--- src/rtl/mempool_remote_link_arbiter.sv ---
// mempool_remote_link_arbiter
// Shares one remote TCDM request/response link between NumIn requesters.
// Requests: round-robin arbitration, grant held until the link accepts,
// credit-limited outstanding count. Responses: steered in order back to the
// issuing requester through an index FIFO of depth MaxOutstanding.
// Optional build macro MEMPOOL_REMOTE_LINK_ARB_PERF_EN adds saturating grant
// and stall counters; without it the perf outputs are tied to zero.
module mempool_remote_link_arbiter #(
   parameter int unsigned NumIn          = 4,
   parameter int unsigned ReqWidth       = 64,
   parameter int unsigned RespWidth      = 40,
   parameter int unsigned MaxOutstanding = 8,
   parameter int unsigned IdxW           = $clog2(NumIn)
) (
   input  logic                                 clk_i,
   input  logic                                 rst_ni,
   input  logic [NumIn*ReqWidth-1:0]            req_i,
   input  logic [NumIn-1:0]                     req_valid_i,
   output logic [NumIn-1:0]                     req_ready_o,
   output logic [NumIn*RespWidth-1:0]           resp_o,
   output logic [NumIn-1:0]                     resp_valid_o,
   input  logic [NumIn-1:0]                     resp_ready_i,
   output logic [ReqWidth-1:0]                  mst_req_o,
   output logic                                 mst_req_valid_o,
   input  logic                                 mst_req_ready_i,
   input  logic [RespWidth-1:0]                 mst_resp_i,
   input  logic                                 mst_resp_valid_i,
   output logic                                 mst_resp_ready_o,
   output logic [$clog2(MaxOutstanding+1)-1:0]  credits_o,
   output logic                                 err_o,
   output logic [31:0]                          perf_grants_o,
   output logic [31:0]                          perf_stalls_o
);

   localparam int unsigned CredW = $clog2(MaxOutstanding + 1);
   localparam int unsigned PtrW  = (MaxOutstanding > 1) ? $clog2(MaxOutstanding) : 1;
   localparam logic [CredW-1:0] MaxCred = CredW'(MaxOutstanding);
   localparam logic [PtrW-1:0]  LastPtr = PtrW'(MaxOutstanding - 1);
   localparam logic [IdxW-1:0]  LastIdx = IdxW'(NumIn - 1);

   // Arbitration state
   logic            lock_q, lock_d;
   logic [IdxW-1:0] lock_idx_q, lock_idx_d;
   logic [IdxW-1:0] rr_q, rr_d;

   // Credit and index FIFO state (occupancy mirrors MaxOutstanding - credits)
   logic [CredW-1:0] credits_q, credits_d;
   logic [CredW-1:0] cnt_q, cnt_d;
   logic [PtrW-1:0]  wr_ptr_q, wr_ptr_d;
   logic [PtrW-1:0]  rd_ptr_q, rd_ptr_d;
   logic [IdxW-1:0]  fifo_q [MaxOutstanding];
   logic [IdxW-1:0]  fifo_d [MaxOutstanding];
   logic             err_q, err_d;

   // Combinational datapath signals
   logic [ReqWidth-1:0] req_pl [NumIn];
   logic                gnt_found;
   logic [IdxW-1:0]     gnt_idx;
   logic [IdxW-1:0]     cand;
   logic                fifo_full, fifo_empty;
   logic                req_hs, resp_hs, resp_drop;
   logic [IdxW-1:0]     head;

   function automatic logic [PtrW-1:0] ptr_inc(input logic [PtrW-1:0] p);
      return (p == LastPtr) ? '0 : p + PtrW'(1);
   endfunction

   for (genvar g = 0; g < NumIn; g++) begin : g_unpack
      assign req_pl[g] = req_i[g*ReqWidth +: ReqWidth];
   end

   // The link response payload is broadcast; only the valid is steered.
   assign resp_o     = {NumIn{mst_resp_i}};
   assign fifo_full  = (cnt_q == MaxCred);
   assign fifo_empty = (cnt_q == '0);
   assign head       = fifo_q[rd_ptr_q];
   assign credits_o  = credits_q;
   assign err_o      = err_q;

   // Grant selection: locked index wins, else first valid from rr pointer upward
   always_comb begin
      gnt_found = 1'b0;
      gnt_idx   = '0;
      cand      = '0;
      if (lock_q) begin
         gnt_found = 1'b1;
         gnt_idx   = lock_idx_q;
      end else begin
         for (int i = 0; i < NumIn; i++) begin
            cand = IdxW'((int'(rr_q) + i) % NumIn);
            if (!gnt_found && req_valid_i[cand]) begin
               gnt_found = 1'b1;
               gnt_idx   = cand;
            end
         end
      end
   end

   // Request issue: valid is independent of the link ready; held low in reset
   always_comb begin
      mst_req_valid_o = rst_ni & gnt_found & (credits_q != '0) & ~fifo_full;
      mst_req_o       = req_pl[gnt_idx];
      req_hs          = mst_req_valid_o & mst_req_ready_i;
      req_ready_o     = '0;
      req_ready_o[gnt_idx] = req_hs;
   end

   // Response steering to the FIFO head; responses with nothing outstanding are dropped
   always_comb begin
      resp_valid_o     = '0;
      mst_resp_ready_o = 1'b0;
      if (rst_ni) begin
         if (fifo_empty) begin
            mst_resp_ready_o = 1'b1;
         end else begin
            resp_valid_o[head] = mst_resp_valid_i;
            mst_resp_ready_o   = resp_ready_i[head];
         end
      end
      resp_hs   = mst_resp_valid_i & mst_resp_ready_o & ~fifo_empty;
      resp_drop = rst_ni & mst_resp_valid_i & fifo_empty;
   end

   // Next-state for lock, round-robin pointer, credits, FIFO and error flag
   always_comb begin
      lock_d     = lock_q;
      lock_idx_d = lock_idx_q;
      rr_d       = rr_q;
      credits_d  = credits_q;
      cnt_d      = cnt_q;
      wr_ptr_d   = wr_ptr_q;
      rd_ptr_d   = rd_ptr_q;
      fifo_d     = fifo_q;
      err_d      = err_q | resp_drop;

      if (req_hs) begin
         lock_d           = 1'b0;
         rr_d             = (gnt_idx == LastIdx) ? '0 : gnt_idx + IdxW'(1);
         fifo_d[wr_ptr_q] = gnt_idx;
         wr_ptr_d         = ptr_inc(wr_ptr_q);
      end else if (mst_req_valid_o) begin
         lock_d     = 1'b1;
         lock_idx_d = gnt_idx;
      end

      if (resp_hs) begin
         rd_ptr_d = ptr_inc(rd_ptr_q);
      end

      // A simultaneous push and pop leaves credits and occupancy untouched.
      if (req_hs && !resp_hs) begin
         credits_d = credits_q - CredW'(1);
         cnt_d     = cnt_q + CredW'(1);
      end else if (resp_hs && !req_hs) begin
         credits_d = credits_q + CredW'(1);
         cnt_d     = cnt_q - CredW'(1);
      end
   end

   // Control state registers
   always_ff @(posedge clk_i or negedge rst_ni) begin
      if (!rst_ni) begin
         lock_q     <= 1'b0;
         lock_idx_q <= '0;
         rr_q       <= '0;
         credits_q  <= MaxCred;
         cnt_q      <= '0;
         wr_ptr_q   <= '0;
         rd_ptr_q   <= '0;
         err_q      <= 1'b0;
      end else begin
         lock_q     <= lock_d;
         lock_idx_q <= lock_idx_d;
         rr_q       <= rr_d;
         credits_q  <= credits_d;
         cnt_q      <= cnt_d;
         wr_ptr_q   <= wr_ptr_d;
         rd_ptr_q   <= rd_ptr_d;
         err_q      <= err_d;
      end
   end

   // FIFO storage; entries are only read while valid, so no reset is needed
   always_ff @(posedge clk_i) begin
      fifo_q <= fifo_d;
   end

`ifdef MEMPOOL_REMOTE_LINK_ARB_PERF_EN
   logic [31:0] perf_grants_q, perf_grants_d;
   logic [31:0] perf_stalls_q, perf_stalls_d;

   function automatic logic [31:0] sat_inc(input logic [31:0] v);
      return (v == 32'hFFFF_FFFF) ? v : v + 32'd1;
   endfunction

   // Count issued requests and cycles where someone waits without an issue
   always_comb begin
      perf_grants_d = perf_grants_q;
      perf_stalls_d = perf_stalls_q;
      if (req_hs) begin
         perf_grants_d = sat_inc(perf_grants_q);
      end else if (|req_valid_i) begin
         perf_stalls_d = sat_inc(perf_stalls_q);
      end
   end

   // Performance counter registers
   always_ff @(posedge clk_i or negedge rst_ni) begin
      if (!rst_ni) begin
         perf_grants_q <= '0;
         perf_stalls_q <= '0;
      end else begin
         perf_grants_q <= perf_grants_d;
         perf_stalls_q <= perf_stalls_d;
      end
   end

   assign perf_grants_o = perf_grants_q;
   assign perf_stalls_o = perf_stalls_q;
`else
   assign perf_grants_o = '0;
   assign perf_stalls_o = '0;
`endif

endmodule
--- config.mk ---
export PLATFORM = sky130hd
export DESIGN_NAME = mempool_remote_link_arbiter
export DESIGN_NICKNAME = d
export VERILOG_FILES = /design/src/rtl/mempool_remote_link_arbiter.sv
export SDC_FILE = /design/constraint.sdc
export NUM_CORES = 1
export LEC_CHECK = 0
export ABC_AREA = 1
export CORE_AREA = 3 3 238 240
export CTS_CLUSTER_SIZE = 30
export DETAILED_ROUTE_END_ITERATION = 16
export DIE_AREA = 0 0 241 243
export PLACE_DENSITY = 0.44
export SETUP_SLACK_MARGIN = 0.05
export SYNTH_ARGS = -nofsm -noshare
export SYNTH_HDL_FRONTEND = slang
export SYNTH_SLANG_ARGS = --single-unit
--- constraint.sdc ---
create_clock -name clk_i -period 2.8 [get_ports clk_i]
set_input_delay 0.56 -clock clk_i [delete_from_list [all_inputs] [get_ports clk_i]]
set_output_delay 0.56 -clock clk_i [all_outputs]
set_load 0.05 [all_outputs]
==> Word level (Yosys, flattened, before mapping) <==
Index checks and enable logic that the tools add are counted.
{ "classes": {"n_mux": 49, "eq_ne": 4, "n_bitwise": 17, "add_sub_neg": 10, "n_lt_le_gt_ge": 12, "reduce_logical": 18} }
{ "op_table": {"columns": ["operator", "n"], "rows": [
  ["$bmux W64 S2", 1],
  ["$mux W64", 2],
  ["$mux W4", 6],
  ["$mux W1", 19],
  ["$lt A2 B3 Y1 const B", 6],
  ["$mux W2", 9],
  ["$bwmux W16", 1],
  ["$bmux W1 S2", 5],
  ["$add A4 B1 Y4 const B", 2],
  ["$and A1 B1 Y1", 8],
  ["$and A4 B4 Y4", 2],
  ["$ge A4 B4 Y1 const B", 2],
  ["$logic_and A1 B1 Y1", 8],
  ["$not A3 Y4", 2],
  ["$sub A4 B1 Y4 const B", 2],
  ["$add A3 B1 Y3 const B", 2],
  ["$bmux W2 S3", 1],
  ["$demux W2 S3", 1],
  ["$eq A3 B3 Y1 const B", 2],
  ["$mux W3", 2],
  ["$logic_not A1 Y1", 5],
  ["$add A2 B1 Y2 const B", 2],
  ["$add A2 B2 Y2 const B", 2],
  ["$demux W1 S2", 2],
  ["other kinds (12)", 16]
]} }
{ "word_totals": {"output_inout_bits": 303, "regBits": 36, "inputBits": 308} }

==> Longest topological paths before layout <==
Gate-level depths: netlist of run 1.
{ "depth": {"word_depth": 24, "depth_mapped": 20, "mapped_depth_nobuf": 19} }

==> Worst setup path after synthesis of run 1 <==
Ideal clock, no wire load.
{ "synth_timing": {"path_type": "input to output", "start": "input req_valid_i[3]", "end": "output req_ready_o[3]", "arrival_ps": 2462, "path_stages": 14, "slack_ps": -222, "n_path_buf": 2, "t_required_ps": 2240, "path_cell_list": "inv_1 nand2_1 nand3_1 nand2_2 nor2_4 nand3_1 nand2_1 nand3_2 nand2_2 buf_6 buf_6 ha_1 inv_1 nor2_1"} }
{ "synth_between": {"elab_chain_len": 21, "word_cells_on_any_way": 37} }
{ "synth_lines": {"columns": ["element", "line", "rtl"], "rows": [
  ["start: declaration", "18", "input logic [NumIn-1:0] req_valid_i,"],
  ["$bmux W1 S2", "91", "if (!gnt_found && req_valid_i[cand]) begin"],
  ["$mux W1 (implied by the code)", "91", null],
  ["$mux W1", "91", null],
  ["$mux W1", "85", "if (lock_q) begin"],
  ["$logic_not A1 Y1", "91", null],
  ["$logic_and A1 B1 Y1", "91", null],
  ["$mux W1", "91", null],
  ["$mux W1", "85", null],
  ["[6 not listed]", null, null],
  ["$mux W2 (*)", "91", null],
  ["$mux W2 (*)", "85", null],
  ["via gnt_idx[0]", "58", "logic [IdxW-1:0] gnt_idx;"],
  ["$lt A2 B3 Y1 (implied by the code) / $ge A2 B1 Y1 (equally long branches)", "105", "req_ready_o[gnt_idx] = req_hs;"],
  ["$logic_and A1 B1 Y1 (implied by the code)", "105", null],
  ["$mux W1 (implied by the code)", "105", null],
  ["$demux W1 S2 (*)", "105", null],
  ["$and A4 B4 Y4 (no line) (*)", null, null],
  ["end: declaration", "19", "output logic [NumIn-1:0] req_ready_o,"]
]} }
Mark *: on every way through the listed nets, which the timed path passes. The rest lies on a longest branch. The select of a mux whose other input is x is not followed.

==> Final worst setup path of run 1 <==
{ "layout_timing": {"start": "register rr_q[0]", "end": "output mst_req_o[15]"} }
{ "layout_between": {"elab_chain_len": 20, "word_cells_on_any_way": 32} }
{ "layout_lines": {"columns": ["element", "line", "rtl"], "rows": [
  ["start: declaration", "44", "logic [IdxW-1:0] rr_q, rr_d;"],
  ["start signal: assignment", "174", "rr_q <= rr_d;"],
  ["$bmux W1 S2", "91", null],
  ["$mux W1 (implied by the code)", "91", null],
  ["$mux W1", "91", null],
  ["$mux W1", "85", null],
  ["$logic_not A1 Y1", "91", null],
  ["$logic_and A1 B1 Y1", "91", null],
  ["$mux W1", "91", null],
  ["$mux W1", "85", null],
  ["[3 not listed]", null, null],
  ["$mux W1", "85", null],
  ["$logic_not A1 Y1", "91", null],
  ["$logic_and A1 B1 Y1", "91", null],
  ["$mux W2 (*)", "91", null],
  ["$mux W2 (*)", "85", null],
  ["$not A2 Y3 (implied by the code) (*)", "102", "mst_req_o = req_pl[gnt_idx];"],
  ["$bmux W64 S2 (*)", "102", null],
  ["$mux W64 (implied by the code) (*) (2 in series)", "102", null],
  ["end: declaration", "23", "output logic [ReqWidth-1:0] mst_req_o,"]
]} }
Every way passes the cells marked *; elsewhere a longest branch is shown, timed or not. The select of a mux whose other input is x is not followed.

==> summary.txt, run 1 <==
Outcome
  • Status: finished with violations
  • Violated checks: negative setup slack

STA
  • Fin. max-slew vios: 0
  • RSZ-0062 raised after global routing: true
  • Fin worst setup slack: -366 ps
  • Hold violation count in the final report: 0
  • Final setup viols: 68
  • Worst hold slack: 337 ps
  • Clock Skew: 6.53 ps
  • Fin crit share: 113%
  • Highest clock rate: 316 MHz
  • Final Critical Period: 3170 ps

Floorplanning
  • Die Y-Extent: 243 um
  • IO Pins: 611
  • Die outline area: 0.0586 mm2
  • Initial Util: 13.0%
  • Core area: 0.0549 mm2
  • Die width: 241 um
  • Num rows: 86

Setup path
  • Type of origin of the critical path: register
  • Worst setup path class: register to primary output
  • Worst setup EP type: primary output
  • Critical Path Fanout Max: 7
  • Crit path DAT: 2610 ps
  • Req. time, crit path: 2240 ps
  • R2r setup slk: 140 ps

Synth
  • Seq/Total Area, Yosys: 13.7%
  • Synth cell types: 33
  • #FFs+latches synth: 36
  • Post-synthesis cell count: 1257
  • Syn_area_per_cell: 5.70 um2
  • Post-Syn Area: 0.00716 mm2
  • Ys Warns: 0

CTS
  • CTS max path bufs: 2
  • CTS tree: built
  • H-Tree Depth: 2
  • Clock sink total: 36
  • Worst-Skew Late Latency: 290 ps
  • Clock-pin slew on the worst setup and hold paths: 60 ps
  • CTS root buf: clkbuf_16
  • Number of buffers created by CTS: 5
  • Hold buffer count at CTS: 0

Flow run
  • Total of max-cap violations: 0

Layout
  • Area Growth Syn to Fin: 87.5%
  • Nets: 1853
  • Share of layout cells above drive strength 1: 30.3%
  • Filler Cells Inserted: 6088

Routing
  • Drt first pass iters: 5
  • Drt total wl: 39.2 mm
  • DR iter-0 viols: 337
  • Residual DRC: 0
  • Post-route ant nets: 0
  • Via count: 8410
  • Per-cell routed wire length: 17.5 um
  • Via/cell ratio: 3.76

GRT
  • GRT overflow: 0
  • Maximum number of pins on one net before global-route repair: 74
  • Vias in the first global route: 8262
  • Initial antenna violation count: 5
  • First-pass GRT wire length: 52.9 mm
  • Global Route Usage Sum: 12.0%

Placed design
  • Port bufs: 346
  • Final Wtd Congestion: 0.835
  • Detailed-placement wirelength estimate: 25.6 mm

Worst hold path
  • HP Class: input port to asynchronous set/reset pin
## stage by stage
step / TNS, ps / setup slack [ps] / cell area [um2] / std cells / util [%]
floorplan: -2.53 / -2.53 / 7420 / 1320 / -
global placement: -36480 / -575 / 10600 / 2170 / 19.4
detailed placement: -34290 / -564 / 10600 / 2170 / 19.4
CTS: -19610 / -366 / 12500 / 2219 / 22.8
global route: -27910 / -498 / 13400 / 2235 / 24.4
finish: -18890 / -366 / 13400 / 2237 / 24.5
## layout by cell type (no fill, tap or decap), types with 3 or more instances in the layout
cell type	count
nand2_4	10
nand2_1	200
buf_4	61
nand2_2	68
nand3_1	157
dfrtp_1	15
ha_1	8
nand3_4	12
clkbuf_16	14
o21ai_0	9
dfrtp_2	4
nor3_2	5
buf_12	45
nand3_2	103
nor2_2	7
edfxtp_1	16
clkdlybuf4s50_1	267
nor2_1	21
xnor2_1	3
buf_8	37
buf_16	21
ha_4	5
buf_6	41
dlygate4sd2_1	3
xor2_1	3
inv_2	9
inv_4	3
inv_1	279
o21ai_1	5
a21oi_1	4
nor2_4	4
conb_1	64
## critical path, cell delays in order, from the launching register on
cell and delay (ps):
dfrtp_2 470, buf_12 170, nand2_4 60, nand2_4 70
nand2_4 70, nand2_2 60, nor2_4 100, nand3_2 100
nand2_2 90, nand3_4 110, buf_12 170, buf_16 160
buf_12 150, buf_6 120, nand3_2 60, nand3_2 80
nand2_1 90, buf_6 160
## area by class of cell
class / instances / area (um2) / area share, %
multi-input cells: 707 / 4350 / 32.4
repair buffers: 486 / 5900 / 44.0
well taps: 704 / 881 / 6.56
diodes: 2 / 5.00 / 0.0373
clock inverters: 3 / 42.5 / 0.317
clock buffers: 5 / 125 / 0.932
flip-flops and latches: 36 / 987 / 7.36
inverters: 293 / 1130 / 8.41
repair inverters: 1 / 5.00 / 0.0373
## layer usage
layer | vias to the layer above | GRT usage [%] | part of all wire [%]
li1 | 4052 | - | -
met1 | 3872 | 14.7 | 42
met2 | 456 | 21.4 | 49
met3 | 28 | 3.43 | 7.9
met4 | 2 | 1.72 | 1.7
met5 | - | 0 | 0.018
## sequential cells by signal (all words and copies together), names as in the netlist
name        cells
rr_q            2
cnt_q           4
rd_ptr_q        3
fifo_q         16
lock_idx_q      2
wr_ptr_q        3
lock_q          1
credits_o       4
err_o           1
## path summary, 6_finish.rpt
check                                   startpoint                       end  depth (start not counted)
setup / recovery               rr_q[0]$_DFFE_PN0P_             mst_req_o[15]                         17
hold / removal                              rst_ni  credits_o[1]$_DFFE_PN0P_                          2
setup reg to reg           rd_ptr_q[0]$_DFFE_PN0P_      cnt_q[3]$_DFFE_PN0P_                         20
hold reg to reg                    err_o$_DFF_PN0_           err_o$_DFF_PN0_                          1
max in group asynchronous                   rst_ni  credits_o[3]$_DFFE_PN1P_                          2
min in group clk_i                 err_o$_DFF_PN0_           err_o$_DFF_PN0_                          1
## cells by family (layout without fill, tap and decap cells)
group	after synthesis	after routing	share of synthesized area, %
fa+ha+maj	15	15	2.83
other cells	1	66	0.0524
flops	36	36	13.7
buf+inv	577	788	44.0
xor+xnor	6	6	0.734
simple gates	592	592	36.3
compound gates	30	30	2.41
## cells in the mapped netlist, drive strengths merged
| master | number | area share (%) |
|---|---|---|
| inv | 293 | 15 |
| nand2 | 280 | 15 |
| buf | 274 | 28 |
| nand3 | 272 | 19 |
| nor2 | 32 | 1.8 |
| dfrtp | 19 | 6.6 |
| edfxtp | 16 | 6.7 |
| o21ai | 16 | 1.1 |
| ha | 13 | 2.3 |
| clkbuf | 10 | 0.52 |
| a21oi | 6 | 0.42 |
| nor3 | 5 | 0.35 |
| xnor2 | 3 | 0.37 |
| xor2 | 3 | 0.37 |
| a22o | 2 | 0.24 |
| fa | 2 | 0.56 |
| nor3b | 2 | 0.21 |
| o211ai | 2 | 0.21 |
| a211oi | 1 | 0.10 |
| a21o | 1 | 0.10 |
| a31o | 1 | 0.12 |
| conb | 1 | 0.052 |
| dfstp | 1 | 0.37 |
| nor4 | 1 | 0.087 |
| o22ai | 1 | 0.087 |
## what timing repair did
item                       CTS  global route
pin swaps                   91            81
setup endpoints to repair   78            79
buffers inserted            23            10
cloned                      18            10
hold endpoints to repair     0             0
gates resized for setup    243           174
Power of run 1 is left out: the tool's default activity adds up to more than one toggle a clock period on the data nets, which glitch-free logic cannot reach.
==> inputs of run 2 (changes only) <==
HOLD_SLACK_MARGIN = 0.1   (was default)
==> results of run 2 <==
Final layout, timing and power as in run 1 (identical DEF).
Power of run 2 is left out for the same reason.
==> inputs of run 3 (changes only) <==
MAX_ROUTING_LAYER = met4   (was default)
==> summary.txt, run 3 (same netlist as run 1, synthesis figures left out) <==
Layout
  • Post-Route Utilization: 23.2%
  • Finished Layout Cells: 2226
  • Commonest non-fill, non-tap cells in the layout: 279 x inv_1, 268 x clkdlybuf4s50_1, 221 x nand2_1
  • Most common cell after layout, fill and taps aside: inv_1
  • Share of layout cells above drive strength 1: 24.9%
  • Multi-input gate area: 0.00391 mm2
  • Filler Cells Inserted: 6153
  • Largest Register: fifo_q
  • Sequential cell area: 987 um2
  • Area Growth Syn to Fin: 78.1%
  • Nets: 1842
  • Largest register FFs: 16

Setup path
  • Crit path cell chain: dlygate4sd2_1, inv_2, nand2_2, nand3_2, nand2_4, nor2_4, nand3_2, nand2_2, nand3_4, buf_12, buf_16, buf_12, buf_16, nand3_1, nand3_1, nand2_1, buf_6
  • Critical Path Max Stage Delay: 270 ps
  • WP depth: 17
  • Worst setup startpoint: req_valid_i[2]
  • Worst setup EP type: primary output
  • Critical Path Fanout Max: 10
  • Slowest-stage cell, CP: dlygate4sd2_1
  • CP delay by family, top: buffers and inverters
  • R2r setup slk: 110 ps
  • Reg2Reg Launch Point: rd_ptr_q[0]$_DFFE_PN0P_
  • Type of origin of the critical path: input port
  • CP endpoint: mst_req_o[33]
  • R2R depth: 18
  • Worst setup path class: input port to primary output
  • Reg2reg end: cnt_q[3]$_DFFE_PN0P_
  • Crit path DAT: 2590 ps
  • Crit path buf inv count: 7
  • Req. time, crit path: 2240 ps

Floorplanning
  • Die outline area: 0.0586 mm2
  • Die width: 241 um
  • Core area: 0.0549 mm2
  • Die Y-Extent: 243 um
  • Num rows: 86
  • Initial Util: 13.0%
  • IO Pins: 611

CTS
  • H-Tree Depth: 2
  • Worst-Skew Late Latency: 290 ps
  • Number of buffers created by CTS: 5
  • CTS max path bufs: 2
  • Clock sink total: 36
  • CTS root buf: clkbuf_16
  • Clock-pin slew on the worst setup and hold paths: 60 ps
  • Hold buffer count at CTS: 0
  • CTS tree: built

Routing
  • Via count: 8255
  • Via/cell ratio: 3.71
  • Drt first pass iters: 4
  • Residual DRC: 0
  • Per-cell routed wire length: 16.8 um
  • Post-route ant nets: 0
  • Drt total wl: 37.4 mm
  • DR iter-0 viols: 265

Placed design
  • Detailed-placement wirelength estimate: 25.6 mm
  • Worst slack at placement: -564 ps
  • Placed cell count: 2170
  • Port bufs: 346
  • Final Wtd Congestion: 0.848

Worst hold path
  • HP Class: register to register

GRT
  • Maximum number of pins on one net before global-route repair: 74
  • GRT overflow: 0
  • Vias in the first global route: 8276
  • Global Route Usage Sum: 12.4%
  • Initial antenna violation count: 5
  • First-pass GRT wire length: 52.8 mm

Flow run
  • Total of max-cap violations: 0

STA
  • Fin. max-slew vios: 0
  • Hold violation count in the final report: 0
  • Highest clock rate: 318 MHz
  • Final setup viols: 68
  • Setup_tns: -17790 ps
  • Final Critical Period: 3150 ps
  • Fin crit share: 112%
  • Fin worst setup slack: -347 ps
  • RSZ-0062 raised after global routing: true
  • Clock Skew: 6.03 ps

Outcome
  • Status: finished with violations
  • Violated checks: negative setup slack
-- run 3: changes by cell type in the layout (fill, tap and decap cells not counted), sizes merged --
cell,previous run,this run
dlymetal6s2s,1,0
clkinv,3,2
clkdlybuf4s15,1,0
dlygate4sd2,3,4
clkdlybuf4s50,267,268
clkbuf,14,7
buf,205,202
-- run 3: timing repair --
| action | CTS | global route |
|---|---|---|
| gates cloned | 18 | 1 |
| resized for setup | 243 | 55 |
| setup buffers | 23 | 4 |
| endpoints found under the setup margin | 78 | 79 |
| hold endpoints to repair | 0 | 0 |
| pin swaps | 91 | 23 |
-- run 3: final cells by class --
type / count / share of cell area, %
Clock inverter: 3 / 0.334
Multi-Input combinational cell: 707 / 30.7
Timing Repair Buffer: 476 / 44.5
Antenna cell: 2 / 0.0393
Tap cell: 704 / 6.91
Sequential cell: 36 / 7.74
Inverter: 293 / 8.79
Clock buffer: 5 / 0.981
-- run 3: worst min-delay path by stage --
| stage | startpoint | end | slack, ps | cells after the start |
|---|---|---|---|---|
| 2_1_floorplan | rst_ni | cnt_q[0]$_DFFE_PN0P_ | 260 | 0 |
| 3_3_place_gp | err_o$_DFF_PN0_ | err_o$_DFF_PN0_ | 450 | 1 |
| 3_5_place_dp | err_o$_DFF_PN0_ | err_o$_DFF_PN0_ | 470 | 1 |
| 4_1_cts | err_o$_DFF_PN0_ | err_o$_DFF_PN0_ | 490 | 1 |
| 5_1_grt | err_o$_DFF_PN0_ | err_o$_DFF_PN0_ | 510 | 1 |
| 6_report | err_o$_DFF_PN0_ | err_o$_DFF_PN0_ | 480 | 1 |
-- run 3: per-stage QoR --
stage	instance area [um2]	hold slack, ps
finish	12800	479
global route	12700	514
CTS	12500	486
detailed placement	10600	473
global placement	10600	452
floorplan	7420	264
-- run 3: per-layer routing --
| layer | share of wire (%) | wire length [um] | up-vias | global-route usage, % |
|---|---|---|---|---|
| met5 | 0 | 0 | - | - |
| met4 | 1.7 | 631 | 0 | 1.72 |
| met3 | 8.1 | 3010 | 29 | 3.17 |
| met2 | 49 | 18300 | 461 | 21.3 |
| met1 | 41 | 15500 | 3745 | 14.9 |
| li1 | - | - | 4020 | - |
Power of run 3 is left out for the same reason.
